$ cat config.mk
export PLATFORM = sky130hd
export DESIGN_NAME = image_slideshow_ctrl
export DESIGN_NICKNAME = d
export VERILOG_FILES = /design/src/rtl/image_slideshow_ctrl_pkg.sv /design/src/rtl/image_slideshow_ctrl_addr_gen.sv /design/src/rtl/image_slideshow_ctrl.sv
export SDC_FILE = /design/constraint.sdc
export NUM_CORES = 1
export LEC_CHECK = 0
export ABC_AREA = 1
export BUFFER_PORTS_ARGS = -buffer_cell sky130_fd_sc_hd__buf_2
export CAP_MARGIN = 20
export CELL_PAD_IN_SITES_DETAIL_PLACEMENT = 1
export CELL_PAD_IN_SITES_GLOBAL_PLACEMENT = 2
export CORE_ASPECT_RATIO = 1.4
export CORE_MARGIN = 2
export CORE_UTILIZATION = 35
export DETAILED_ROUTE_END_ITERATION = 12
export PLACE_DENSITY = 0.95
export SLEW_MARGIN = 20
export SYNTH_ARGS = -nofsm -noshare
export SYNTH_HDL_FRONTEND = slang
export SYNTH_HIERARCHICAL = 1
export SYNTH_SLANG_ARGS = --single-unit
$ cat constraint.sdc
create_clock -name clk -period 3.71 [get_ports clk]
set_input_delay 0.742 -clock clk [delete_from_list [all_inputs] [get_ports clk]]
set_output_delay 0.742 -clock clk [all_outputs]
set_load 0.02 [all_outputs]
$ cat src/rtl/image_slideshow_ctrl_pkg.sv
// Shared types and constants for the image slideshow controller:
// FSM encoding, button request codes and default image geometry.
package image_slideshow_ctrl_pkg;

    typedef enum logic {
        SHOW,
        SWITCH
    } state_t;

    typedef enum logic [1:0] {
        PEND_NONE,
        PEND_NEXT,
        PEND_PREV
    } pend_t;

    localparam int DEF_IMG_W = 320;
    localparam int DEF_IMG_H = 240;

    function automatic int img_size(input int w, input int h);
        return w * h;
    endfunction

    localparam int IMG_SIZE = img_size(DEF_IMG_W, DEF_IMG_H);

endpackage

$ cat src/rtl/image_slideshow_ctrl_addr_gen.sv
// Registered ROM address generator: base + (y/2)*IMG_W + (x/2), built with
// constant shifts and adds so no general multiplier is inferred.
module image_addr_gen #(
    parameter int ADDS_WIDTH = 18,
    parameter int IMG_W      = 320
) (
    input  logic                  clk,
    input  logic                  rst,
    input  logic [ADDS_WIDTH-1:0] base,
    input  logic [9:0]            x_pixel,
    input  logic [9:0]            y_pixel,
    input  logic                  drawn_en,
    output logic [ADDS_WIDTH-1:0] rom_addr,
    output logic                  rom_rd_en
);

    logic [9:0]            row;
    logic [9:0]            col;
    logic [ADDS_WIDTH-1:0] row_offset;

    assign row = y_pixel >> 1;
    assign col = x_pixel >> 1;

    // One shifted copy of the row per set bit of IMG_W (320 = 256 + 64).
    always_comb begin
        row_offset = '0;
        for (int i = 0; i < ADDS_WIDTH; i++) begin
            if (IMG_W[i]) begin
                row_offset = row_offset + (ADDS_WIDTH'(row) << i);
            end
        end
    end

    always_ff @(posedge clk or posedge rst) begin
        if (rst) begin
            rom_addr  <= '0;
            rom_rd_en <= 1'b0;
        end else begin
            rom_rd_en <= drawn_en;
            if (drawn_en) begin
                rom_addr <= base + row_offset + ADDS_WIDTH'(col);
            end
        end
    end

endmodule

$ cat src/rtl/image_slideshow_ctrl.sv
// Slideshow sequencer: picks the displayed image from button requests or a
// frame timer, switching only in the cycle after frame_start.
module image_slideshow_ctrl
    import image_slideshow_ctrl_pkg::*;
#(
    parameter int ADDS_WIDTH       = 18,
    parameter int IMG_W            = DEF_IMG_W,
    parameter int IMG_H            = DEF_IMG_H,
    parameter int NUM_IMAGES       = 3,
    parameter int FRAMES_PER_IMAGE = 120,
    parameter int IDX_WIDTH        = 2
) (
    input  logic                  clk,
    input  logic                  rst,
    input  logic [9:0]            x_pixel,
    input  logic [9:0]            y_pixel,
    input  logic                  drawn_en,
    input  logic                  frame_start,
    input  logic                  btn_next,
    input  logic                  btn_prev,
    input  logic                  auto_en,
    output logic [ADDS_WIDTH-1:0] rom_addr,
    output logic                  rom_rd_en,
    output logic [IDX_WIDTH-1:0]  image_idx
);

    localparam int CNT_W = $clog2(FRAMES_PER_IMAGE + 1);
    localparam logic [ADDS_WIDTH-1:0] STEP      = ADDS_WIDTH'(img_size(IMG_W, IMG_H));
    localparam logic [ADDS_WIDTH-1:0] LAST_BASE = ADDS_WIDTH'((NUM_IMAGES - 1) * img_size(IMG_W, IMG_H));
    localparam logic [IDX_WIDTH-1:0]  LAST_IDX  = IDX_WIDTH'(NUM_IMAGES - 1);
    localparam logic [CNT_W-1:0]      LAST_CNT  = CNT_W'(FRAMES_PER_IMAGE - 1);

    state_t                state, state_next;
    pend_t                 pending, pending_next;
    pend_t                 dir, dir_next;
    pend_t                 req, eff;
    logic                  press;
    logic [CNT_W-1:0]      frame_cnt, frame_cnt_next;
    logic [IDX_WIDTH-1:0]  idx, idx_next;
    logic [ADDS_WIDTH-1:0] base, base_next;

    assign image_idx = idx;

    always_ff @(posedge clk or posedge rst) begin
        if (rst) begin
            state     <= SHOW;
            pending   <= PEND_NONE;
            dir       <= PEND_NONE;
            frame_cnt <= '0;
            idx       <= '0;
            base      <= '0;
        end else begin
            state     <= state_next;
            pending   <= pending_next;
            dir       <= dir_next;
            frame_cnt <= frame_cnt_next;
            idx       <= idx_next;
            base      <= base_next;
        end
    end

    // A press in the frame_start cycle itself is honoured by that switch.
    always_comb begin
        state_next     = state;
        pending_next   = pending;
        dir_next       = dir;
        frame_cnt_next = frame_cnt;
        idx_next       = idx;
        base_next      = base;
        press          = btn_next ^ btn_prev;
        req            = btn_next ? PEND_NEXT : PEND_PREV;
        eff            = press ? req : pending;

        case (state)
            SHOW: begin
                if (press) begin
                    pending_next = req;
                end
                if (frame_start) begin
                    if (eff != PEND_NONE) begin
                        state_next = SWITCH;
                        dir_next   = eff;
                    end else if (auto_en && frame_cnt == LAST_CNT) begin
                        state_next = SWITCH;
                        dir_next   = PEND_NEXT;
                    end else begin
                        frame_cnt_next = auto_en ? frame_cnt + 1'b1 : '0;
                    end
                end
            end
            SWITCH: begin
                state_next     = SHOW;
                frame_cnt_next = '0;
                pending_next   = press ? req : PEND_NONE;
                if (dir == PEND_NEXT) begin
                    idx_next  = (idx == LAST_IDX) ? '0 : idx + 1'b1;
                    base_next = (idx == LAST_IDX) ? '0 : base + STEP;
                end else if (dir == PEND_PREV) begin
                    idx_next  = (idx == '0) ? LAST_IDX : idx - 1'b1;
                    base_next = (idx == '0) ? LAST_BASE : base - STEP;
                end
            end
            default: state_next = SHOW;
        endcase
    end

    image_addr_gen #(
        .ADDS_WIDTH (ADDS_WIDTH),
        .IMG_W      (IMG_W)
    ) u_addr_gen (
        .clk       (clk),
        .rst       (rst),
        .base      (base),
        .x_pixel   (x_pixel),
        .y_pixel   (y_pixel),
        .drawn_en  (drawn_en),
        .rom_addr  (rom_addr),
        .rom_rd_en (rom_rd_en)
    );

endmodule

==> results.md, run 1 <==
- Status: complete, no violations
- Pint: 1.584 mW
- Largest net degree at the start of global routing: 23
- Routed WL per cell: 13.25 µm
- Async set or reset register ratio after synthesis: 100.0%
- Number of synthesized flops with an enable pin: 0
- WS Path Type: input port to flip-flop
- DIE WIDTH: 91.38 µm
- Fin. max-slew vios: 0
- Placed cells: 712
- R2r worst-path depth: 14
- Clock power share: 16.0%
- Total Nets Final: 666
- Layout cells sized above 1: 13.92%
- Final WS setup: 0.8663 ns
- Synth Flop Type: dfrtp_1
- Power Density: 737.1 mW/mm²
- Clk Latency, worst-skew pair: 0.28 ns
- Largest family of logic cells by synthesized area: simple AND/OR/NAND/NOR gates
- CP Max Fanout: 5
- DRC: 0
- Synth area leaders: dfrtp_1, nand2_1, ha_1
- FP Rows: 44
- Leading area contributor after synthesis: dfrtp_1
- Worst reg-to-reg setup slack: 0.94 ns
- Synth top area share: about 27%
- Post-route minimum period: approximately 2.8 ns
- DRT Wirelength: around 9500 µm
- Multiplexer area fraction after synthesis: 0%
- Seq cells post-synth: 41
- Mapped cell area: 0.003741 mm²
- Post-CTS Setup Bufs: 0
- H-tree depth: 2
- Post-route ant nets: 0
- Yosys warns: 6
- Utilization after layout: 41.41%
- Adder-cell share of the synthesized area: between 20% and 30%
- Post-Synth XOR/XNOR Area: 2.107%
- Worst slack, placed: 0.6218 ns
- Vias/cell: roughly 4.8
- Crit end category: flip-flop
- Vias in the first global route: 3,855
- Reg power frac: between 20% and 30%
- Sequential area share after synthesis: between 20% and 30%
- Cell depth of the worst min-delay path: 2
- Ant diodes: 0
- Area growth syn-to-layout: 15.18%
- Worst Min Path Start: u_addr_gen/rom_addr[3]
- TritonCTS Buffers: 5
- Die area: around 0.012 mm²
- Max Clock Skew: 0.003583 ns
- Hold Crit Endpoint: u_addr_gen/rom_addr[3]
- Worst IR Drop VDD: 417.3 µV
- Max-Cap Viols: 0
- Hold WC Path Type: flip-flop to flip-flop
- Post-route insts no fill: 720
- Worst-margin pin slew: between 0.8 and 0.9 ns
- CP arrival: ~3 ns
- Reg clk slew, reported paths: 0.06 ns
- Design area: roughly 0.0043 mm²
- Worst R2R End: u_addr_gen/rom_addr[17]
- Metal-1 WL: 3571 µm
- Critical Path RT: 3.88 ns
- Syn Area/Cell: a little over 7 µm²
- Final setup viols: 0
- Drt pass-1 iters: 4
- IO Count: 48
- Area of the core: about 0.010 mm²
- Crit share post-route: 76.65%
- Worst reg2reg path startpoint: base[12]
- Area post-placement: 0.004140 mm²
- Total number of vias: 3,483
- DP Wirelength: 7710 µm
- Post-synthesis compound-gate area fraction: between 6 and 7%
- Sw Share: 50.14%
- Mapped Cells: 526
- DR WL met2: approximately 5600 µm
- FMAX: 0.3517 GHz
- RSZ-0062 raised after global routing: false
- Net Sw Power: 1.593 mW
- Fin. Hold Viols: 0
- Pleak: 2.496 nW
- DRT iter0 DRCs: 62
- Most common cell in the netlist: nand2_1
- CP Launch Type: input port
- Hold_buf cts: 0
- Combinational fraction of design power: between 60% and 70%
- Initial core utilization: 35.95%
- Overflow after GRT: 0
- Count of cell types in the netlist: 40
- Setup TNS: 0 ns
- Clock sink total: between 40 and 50
- CTS tree: done
- PortBufs: 45
- Post-synth top cells: nand2_1, inv_1, ha_1, dfrtp_1, nand3_1
- Clock Tree Buf Depth: 2
- First-pass GRT wire length: between 15,000 and 20,000 µm
- CTS root buf: clkbuf_16
- Initial antenna violation count: 0
- Die extent in y: 126.3 µm
- Rel. slew slack: 40.30%
- Post_cts resized: 0
- Tot GR Track Use: 17.61%
- Simple-gate portion of the synthesized area: 30.57%
- WL met3: between 200 and 250 µm
- Gpl congestion: 0.8190
- Top sig layer: met4
==> kinds of logic (layout without fill, tap and decap cells) <==
group,after synthesis,after routing
and+or+nand+nor,260,260
buffers and inverters,110,157
adders and majority gates,58,58
AOI/OAI and AO/OA,47,47
DFF,41,41
xor gates and xnor gates,9,9
other,1,10
==> sequential cells by signal (all words and copies together), names as in the netlist <==
name                  count
dir                       2
pending                   2
image_idx                 2
frame_cnt                 7
base                      8
state                     1
u_addr_gen/rom_addr      18
u_addr_gen/rom_rd_en      1
==> per-layer routing <==
metal | GRT usage, % | vias up
met4 | 4.367 | 0
met1 | 17.78 | 1698
met2 | 36.86 | 45
li1 | - | 1728
met3 | 2.316 | 12
met5 | 0 | -
==> through the flow <==
step | hold WS (ns) | power (mW)
2_1_floorplan | 0.4700 | 2.139
6_report | 0.4716 | 3.176
3_3_place_gp | 0.4506 | 2.578
4_1_cts | 0.4786 | 3.222
5_1_grt | 0.5077 | 3.527
3_5_place_dp | 0.4601 | 2.671
==> how the worst max path moves through the flow <==
| stage | from | endpoint | slack, ns | depth (start not counted) |
|---|---|---|---|---|
| floorplan | x_pixel[9] | u_addr_gen/rom_addr[17] | 0.96 | 14 |
| global placement | x_pixel[9] | u_addr_gen/rom_addr[16] | 0.65 | 14 |
| detailed placement | y_pixel[1] | u_addr_gen/rom_addr[16] | 0.62 | 14 |
| CTS | y_pixel[1] | u_addr_gen/rom_addr[17] | 0.83 | 15 |
| global route | y_pixel[4] | u_addr_gen/rom_addr[17] | 0.69 | 15 |
| finish | y_pixel[1] | u_addr_gen/rom_addr[17] | 0.87 | 15 |
==> final cells by class <==
cell class              instances  area, µm²
clock buffers                   5      125.1
clock inverters                 3      43.79
fillers                      1366       6096
inverters                     104      394.1
multi-input cells             384       2322
flip-flops and latches         41       1026
well taps                     138      172.7
repair buffers                 45      225.2
==> cells in the final DEF, fill, tap and decap left out, types with 2 or more instances in the layout <==
cell type,instances
nand2_1,167
inv_1,94
ha_1,47
buf_2,45
dfrtp_1,41
nand3_1,36
nor2_1,25
a21oi_1,13
o21ai_0,12
o21ai_1,12
fa_1,11
conb_1,10
inv_2,7
nand2_2,6
a31oi_1,5
xor2_1,5
clkbuf_16,5
xnor2_1,4
or2_1,4
nor2_2,3
nand3_2,3
nor3_1,3
nor2_4,2
nor3_2,2
clkinv_2,2
nand4_1,2
nand3b_1,2
==> power groups by stage <==
stage / registers, mW / logic [mW] / clock network [mW]
2_1_floorplan: 0.806 / 1.33 / 0
3_3_place_gp: 0.756 / 1.82 / 0
3_5_place_dp: 0.764 / 1.91 / 0
4_1_cts: 0.757 / 1.94 / 0.528
5_1_grt: 0.781 / 2.20 / 0.543
6_report: 0.755 / 1.91 / 0.510
==> worst max-delay path, cell delays in order <==
cell	delay, ns
buf_2	0.07
inv_1	0.07
fa_1	0.52
inv_1	0.05
fa_1	0.38
ha_1	0.39
nand2_1	0.09
inv_2	0.07
nand2_1	0.08
nor3_1	0.15
nand2_1	0.11
nand2_1	0.08
nand2_1	0.06
nand3_1	0.07
nand2_1	0.06
Note: power is estimated with default switching activity, not from simulation.
==> run 2, diff against run 1 <==
CORE_UTILIZATION = 30   (was 35)
PLACE_DENSITY = 0.88   (was 0.95)
clock period = 2.5 ns   (was 3.71 ns; I/O delays follow)
==> run 2 against run 1 <==
  * Sequential share of layout area decreased by 2.0 points
  * First-iteration DRC count shrank 35%
  * Utilization shrank 3.0 points
  * Final cell count rose by 6.0%
  * Wire length is 3.5% higher
  * Critical path type unchanged
  * Setup slack worse by 0.77 ns
  * Critical endpoint is now u_addr_gen/rom_addr[10]
  * Via count up 2.6%
  * Hold slack worse by 0.21 ns
  * Combinational power grew 89%
  * Sequential power rose by 38%
  * Global-route usage fell by 2.0 points
  * Die area rose by 16%
==> results.md, run 2 (synthesized netlist as in run 1, its figures left out) <==
- Die area: 0.01339 mm²
- Post-CTS Setup Bufs: 0
- IO Count: 48
- DRT Wirelength: slightly below 10,000 µm
- Max Clock Skew: 0.006714 ns
- Reg power frac: 19.1%
- Overflow after GRT: 0
- DP Wirelength: ~8000 µm
- Initial core utilization: ~31%
- Total number of vias: roughly 3,600
- WS Path Type: input port to flip-flop
- Gpl congestion: 0.8393
- FMAX: 0.4159 GHz
- Multi-input gate area: 0.002457 mm²
- Post-route minimum period: 2.404 ns
- Layout fillers: 1,574
- Most common cell after layout, fill and taps aside: nand2_1
- Design area: 0.004707 mm²
- Tot GR Track Use: ~16%
- TritonCTS Buffers: 5
- Fin. max-slew vios: 0
- Hold_ws: 0.2585 ns
- Max FFs per register: 18
- First-pass GRT wire length: 17,210 µm
- Max-Cap Viols: 0
- Pleak: 2.647 nW
- Initial antenna violation count: 0
- Clock power share: 14.3%
- DRC: 0
- Power Density: around 1200 mW/mm²
- DIE WIDTH: approximately 98 µm
- RSZ-0062 raised after global routing: true
- Total Nets Final: 697
- Most frequent cells in the layout: nand2_1, inv_1, buf_2
- Sw Share: ~47%
- Metal-1 WL: 3642 µm
- Vias in the first global route: 3,922
- Area of the core: approximately 0.012 mm²
- Sequential Area: 0.001026 mm²
- DR WL met2: 5808 µm
- Largest net degree at the start of global routing: 23
- CP Launch Type: input port
- Hold WC Path Type: input port to async pin
- Routed WL per cell: 12.95 µm
- Fin. Hold Viols: 0
- CTS tree: done
- Area growth syn-to-layout: 25.82%
- Die extent in y: roughly 140 µm
- CP arrival: about 2.6 ns
- DRT iter0 DRCs: 40
- Biggest regs: u_addr_gen/rom_addr x18, base x8, frame_cnt x7
- Top sig layer: met4
- PortBufs: 45
- Rel. slew slack: between 50% and 60%
- Worst IR Drop VDD: between 300 and 400 µV
- Setup TNS: 0 ns
- Crit end category: flip-flop
- Layout cells sized above 1: 22.84%
- FP Rows: 48
- Combinational fraction of design power: 66.6%
- Critical Path RT: between 2 and 3 ns
- Final setup viols: 0
- Clock Tree Buf Depth: 2
- Crit share post-route: 96.17%
- Status: complete, no violations
- Post-route ant nets: 0
- Vias/cell: 4.684
- CTS root buf: clkbuf_16
- CP Max Fanout: 2
- Net Sw Power: approximately 2.6 mW
- Ant diodes: 0
- Reg clk slew, reported paths: about 0.070 ns
- Pint: 2.866 mW
- Drt pass-1 iters: 4
- Worst-margin pin slew: 0.7296 ns
- Clock sink total: 41
- Biggest register: u_addr_gen/rom_addr
- Clk Latency, worst-skew pair: 0.29 ns
- H-tree depth: 2
- WL met3: slightly below 200 µm
- Area post-placement: 0.004400 mm²
-- run 2: cell count changes in the layout (fill, tap and decap cells not counted), moves of 3 or more --
cell | previous run | this run
a21oi_1 | 13 | 9
a21oi_2 | 0 | 4
buf_4 | 0 | 31
ha_1 | 47 | 39
ha_4 | 0 | 6
inv_1 | 94 | 91
nand2_1 | 167 | 160
nand2_2 | 6 | 13
-- run 2: cell type report --
cell class              instances  area share [%]
well taps                     150           3.987
repair buffers                 76           9.942
flip-flops and latches         41           21.80
clock buffers                   5           2.658
multi-input cells             384           52.21
inverters                     104           8.480
clock inverters                 3          0.9304
-- run 2: metrics by stage --
step | worst slack (ns) | instances | total power, mW | utilization, %
finish | 0.09585 | 763 | 5.418 | 38.42
global route | -0.02440 | 763 | 6.008 | 38.42
CTS | 0.005012 | 763 | 5.285 | 37.44
detailed placement | -0.3288 | 755 | 4.400 | 35.92
global placement | -0.2648 | 755 | 4.278 | 35.92
floorplan | 0.005906 | 535 | 3.184 | -
-- run 2: critical path, cell delays in order --
cell and delay [ns]:
buf_8 0.08, inv_6 0.03, fa_1 0.54, inv_2 0.04, fa_2 0.55, ha_2 0.17, nand2_1 0.05, nand2_1 0.07
inv_1 0.04, nand2_1 0.08, inv_1 0.05, nand2_2 0.07, a21oi_1 0.06, o21ai_1 0.16, nand2_1 0.08
-- run 2: power by group through the flow --
stage	sequential (mW)	combinational (mW)	clock [mW]
6_report	1.04	3.61	0.775
3_5_place_dp	1.05	3.35	0
4_1_cts	1.04	3.44	0.804
5_1_grt	1.06	4.12	0.823
2_1_floorplan	1.20	1.99	0
3_3_place_gp	1.04	3.23	0
-- run 2: final timing paths --
check	startpoint	slack (ns)	end	depth (start not counted)
worst max-delay path	y_pixel[3]	0.1	u_addr_gen/rom_addr[10]	15
worst min-delay path	rst	0.26	pending[0]	3
worst max register to register	base[10]	0.13	u_addr_gen/rom_addr[17]	13
worst min register to register	u_addr_gen/rom_addr[3]	0.48	u_addr_gen/rom_addr[3]	2
max in group asynchronous	rst	1.71	u_addr_gen/rom_addr[14]	2
min in group clk	u_addr_gen/rom_addr[3]	0.48	u_addr_gen/rom_addr[3]	2
-- run 2: layer usage --
layer | GRT usage, % | vias to the layer above
met2 | 32.73 | 38
li1 | - | 1790
met5 | 0 | -
met1 | 15.43 | 1727
met4 | 4.871 | 0
met3 | 2.159 | 19
-- run 2: what timing repair did --
action | 4_1_cts | 5_1_grt
resized for setup | 3 | 29
hold buffers | 0 | 0
endpoints found under the setup margin | 2 | 8
pin swaps | 0 | 9
==> run 3, diff against run 2 <==
CORE_MARGIN = 3   (was 2)
RECOVER_POWER = 100   (was default)
==> run 3 against run 2 <==
  * Sequential share of layout area grew 0.37 points
  * Utilization increased by 0.17 points
  * Wire length down 0.24%
  * Final cell count shrank 0.66%
  * Final area fell by 1.6%
  * Sequential power is essentially flat
  * Die area grew 3.5%
  * First-iteration DRC count unchanged
  * Clock skew grew 0.0044 ns
  * Clock-buffer cell count unchanged
  * Fmax shrank 0.27%
  * Hold slack better by 0.074 ns
  * Critical endpoint is now u_addr_gen/rom_addr[16]
  * Largest cell class unchanged
  * Largest power group unchanged
==> results.md, run 3 (synthesized netlist as in run 1, its figures left out) <==
- Max-Cap Viols: 0
- WS Path Type: input port to flip-flop
- Net Sw Power: about 2.5 mW
- TritonCTS Buffers: 5
- Layout cells sized above 1: 17.84%
- DP Wirelength: 8130 µm
- RSZ-0062 raised after global routing: false
- Max FFs per register: 18
- CP delay by family, top: adder cells
- Combinational fraction of design power: 66.1%
- Crit end category: flip-flop
- First-pass GRT wire length: 16,700 µm
- DRT iter0 DRCs: 40
- Fin. max-slew vios: 0
- Area of the core: 0.01200 mm²
- DRC: 0
- CTS tree: done
- Gpl congestion: 0.8297
- H-tree depth: 2
- CTS root buf: clkbuf_16
- Hold_buf cts: 0
- Clock sink total: 41
- Critical Path RT: 2.73 ns
- CP Launch Type: input port
- Hold WC Path Type: input port to async pin
- Biggest regs: u_addr_gen/rom_addr x18, base x8, frame_cnt x7
- CP arrival: 2.64 ns
- Crit-path cells: buf_2 > inv_2 > fa_1 > inv_2 > fa_2 > ha_4 > nand2_1 > nand2_2 > nand2_1 > nand2_2 > a21oi_2 > nand2_1 > nand2_1 > nand3_1 > nand2_1
- Number of buffers and inverters on the critical path: 3
- Clock power share: 14.3%
- Total number of vias: about 3,600
- Initial antenna violation count: 0
- PortBufs: 45
- DRT Wirelength: 9854 µm
- Total Nets Final: between 600 and 700
- Rel. slew slack: between 10% and 20%
- Vias/cell: around 4.7
- Vias in the first global route: about 3,800
- Clock Tree Buf Depth: 2
- Worst path most repeated cell: nand2_1
- Critical path's largest stage delay: around 0.55 ns
- Initial core utilization: 31.18%
- Pint: between 2 and 3 mW
- DIE WIDTH: around 100 µm
- IO Count: 48
- Worst slack, placed: -0.3173 ns
- Fin. Hold Viols: 0
- Worst IR Drop VDD: 387.7 µV
- Die area: approximately 0.014 mm²
- Hold_ws: around 0.33 ns
- Drt pass-1 iters: 5
- Routed WL per cell: 13.00 µm
- Final WS setup: 0.08935 ns
- Final setup viols: 0
- Power Density: 1146 mW/mm²
- Tot GR Track Use: 14.58%
- Slowest CP cell: fa_1
- Post-CTS Setup Bufs: 0
- Die extent in y: 138.1 µm
- Largest net degree at the start of global routing: 23
- Most frequent cells in the layout: nand2_1, inv_1, dfrtp_1
- Overflow after GRT: 0
- Worst-margin pin slew: 1.248 ns
- Clk Latency, worst-skew pair: 0.29 ns
- Sw Share: 47.20%
- Reg power frac: approximately a fifth
- Most common cell after layout, fill and taps aside: nand2_1
- FP Rows: 47
- Pleak: approximately 2.6 nW
- Ant diodes: 0
- Biggest register: u_addr_gen/rom_addr
- Max Clock Skew: around 0.011 ns
- Status: complete, no violations
- Crit share post-route: between 90 and 100%
- Reg clk slew, reported paths: approximately 0.070 ns
- Post-route minimum period: about 2.4 ns
- FMAX: between 0.4 and 0.5 GHz
- Area growth syn-to-layout: 23.75%
- CP Max Fanout: 2
- Post-route ant nets: 0
-- run 3: final timing paths --
check	startpoint	endpoint	slack, ns	depth (start not counted)
min in group clk	u_addr_gen/rom_addr[0]	u_addr_gen/rom_addr[0]	0.47	2
max reg2reg	base[13]	u_addr_gen/rom_addr[16]	0.13	14
min	rst	u_addr_gen/rom_addr[13]	0.33	2
max in group asynchronous	rst	base[14]	1.14	3
min reg2reg	u_addr_gen/rom_addr[0]	u_addr_gen/rom_addr[0]	0.47	2
max	y_pixel[3]	u_addr_gen/rom_addr[16]	0.09	15
-- run 3: repair_timing --
| item | in CTS | in global routing |
|---|---|---|
| pin swaps | 0 | 3 |
| endpoints found under the hold margin | 0 | 0 |
| resized for setup | 2 | 26 |
| setup endpoints to repair | 2 | 9 |
-- run 3: per-layer routing --
metal	share of wire (%)	track usage, %	vias up
met5	0	0	-
met4	3.0	5.678	0
met3	2.1	2.016	23
met2	58	29.35	50
met1	37	14.33	1695
li1	-	-	1788
-- run 3: power by group through the flow --
stage | clock (mW) | sequential, mW | combinational (mW)
floorplan | 0 | 1.20 | 1.99
global placement | 0 | 1.04 | 3.20
detailed placement | 0 | 1.05 | 3.30
CTS | 0.787 | 1.04 | 3.38
global route | 0.813 | 1.07 | 4.00
finish | 0.760 | 1.04 | 3.51
-- run 3: layout make-up --
class                           instances  area (µm²)
Clock buffer                            5       125.1
Tap cell                              147       183.9
Clock inverter                          3       43.79
Multi-Input combinational cell        384        2445
Inverter                              104       394.1
Sequential cell                        41        1026
Fill cell                            1560        7367
Timing Repair Buffer                   74       411.6
-- run 3: through the flow --
stage | instance area, µm² | util, % | setup TNS [ns] | cells | total power [mW]
after global routing | 4629 | 38.59 | 0 | 758 | 5.885
after global placement | 4382 | 36.52 | -1.843 | 750 | 4.249
after CTS | 4566 | 38.06 | 0 | 758 | 5.213
after detailed placement | 4382 | 36.52 | -2.058 | 750 | 4.354
after floorplan | 3787 | - | 0 | 535 | 3.184
final | 4629 | 38.59 | 0 | 758 | 5.304
-- run 3: worst reg2reg max path, cell delays in order (launching register included) --
cell	delay (ns)
dfrtp_1	0.35
inv_1	0.06
fa_1	0.48
inv_1	0.04
ha_1	0.29
ha_2	0.33
nand2_1	0.08
nand2_1	0.07
nand2_1	0.06
nand2_1	0.06
a21oi_2	0.13
nand2_1	0.09
nand2_1	0.08
nand3_1	0.12
nand2_1	0.09
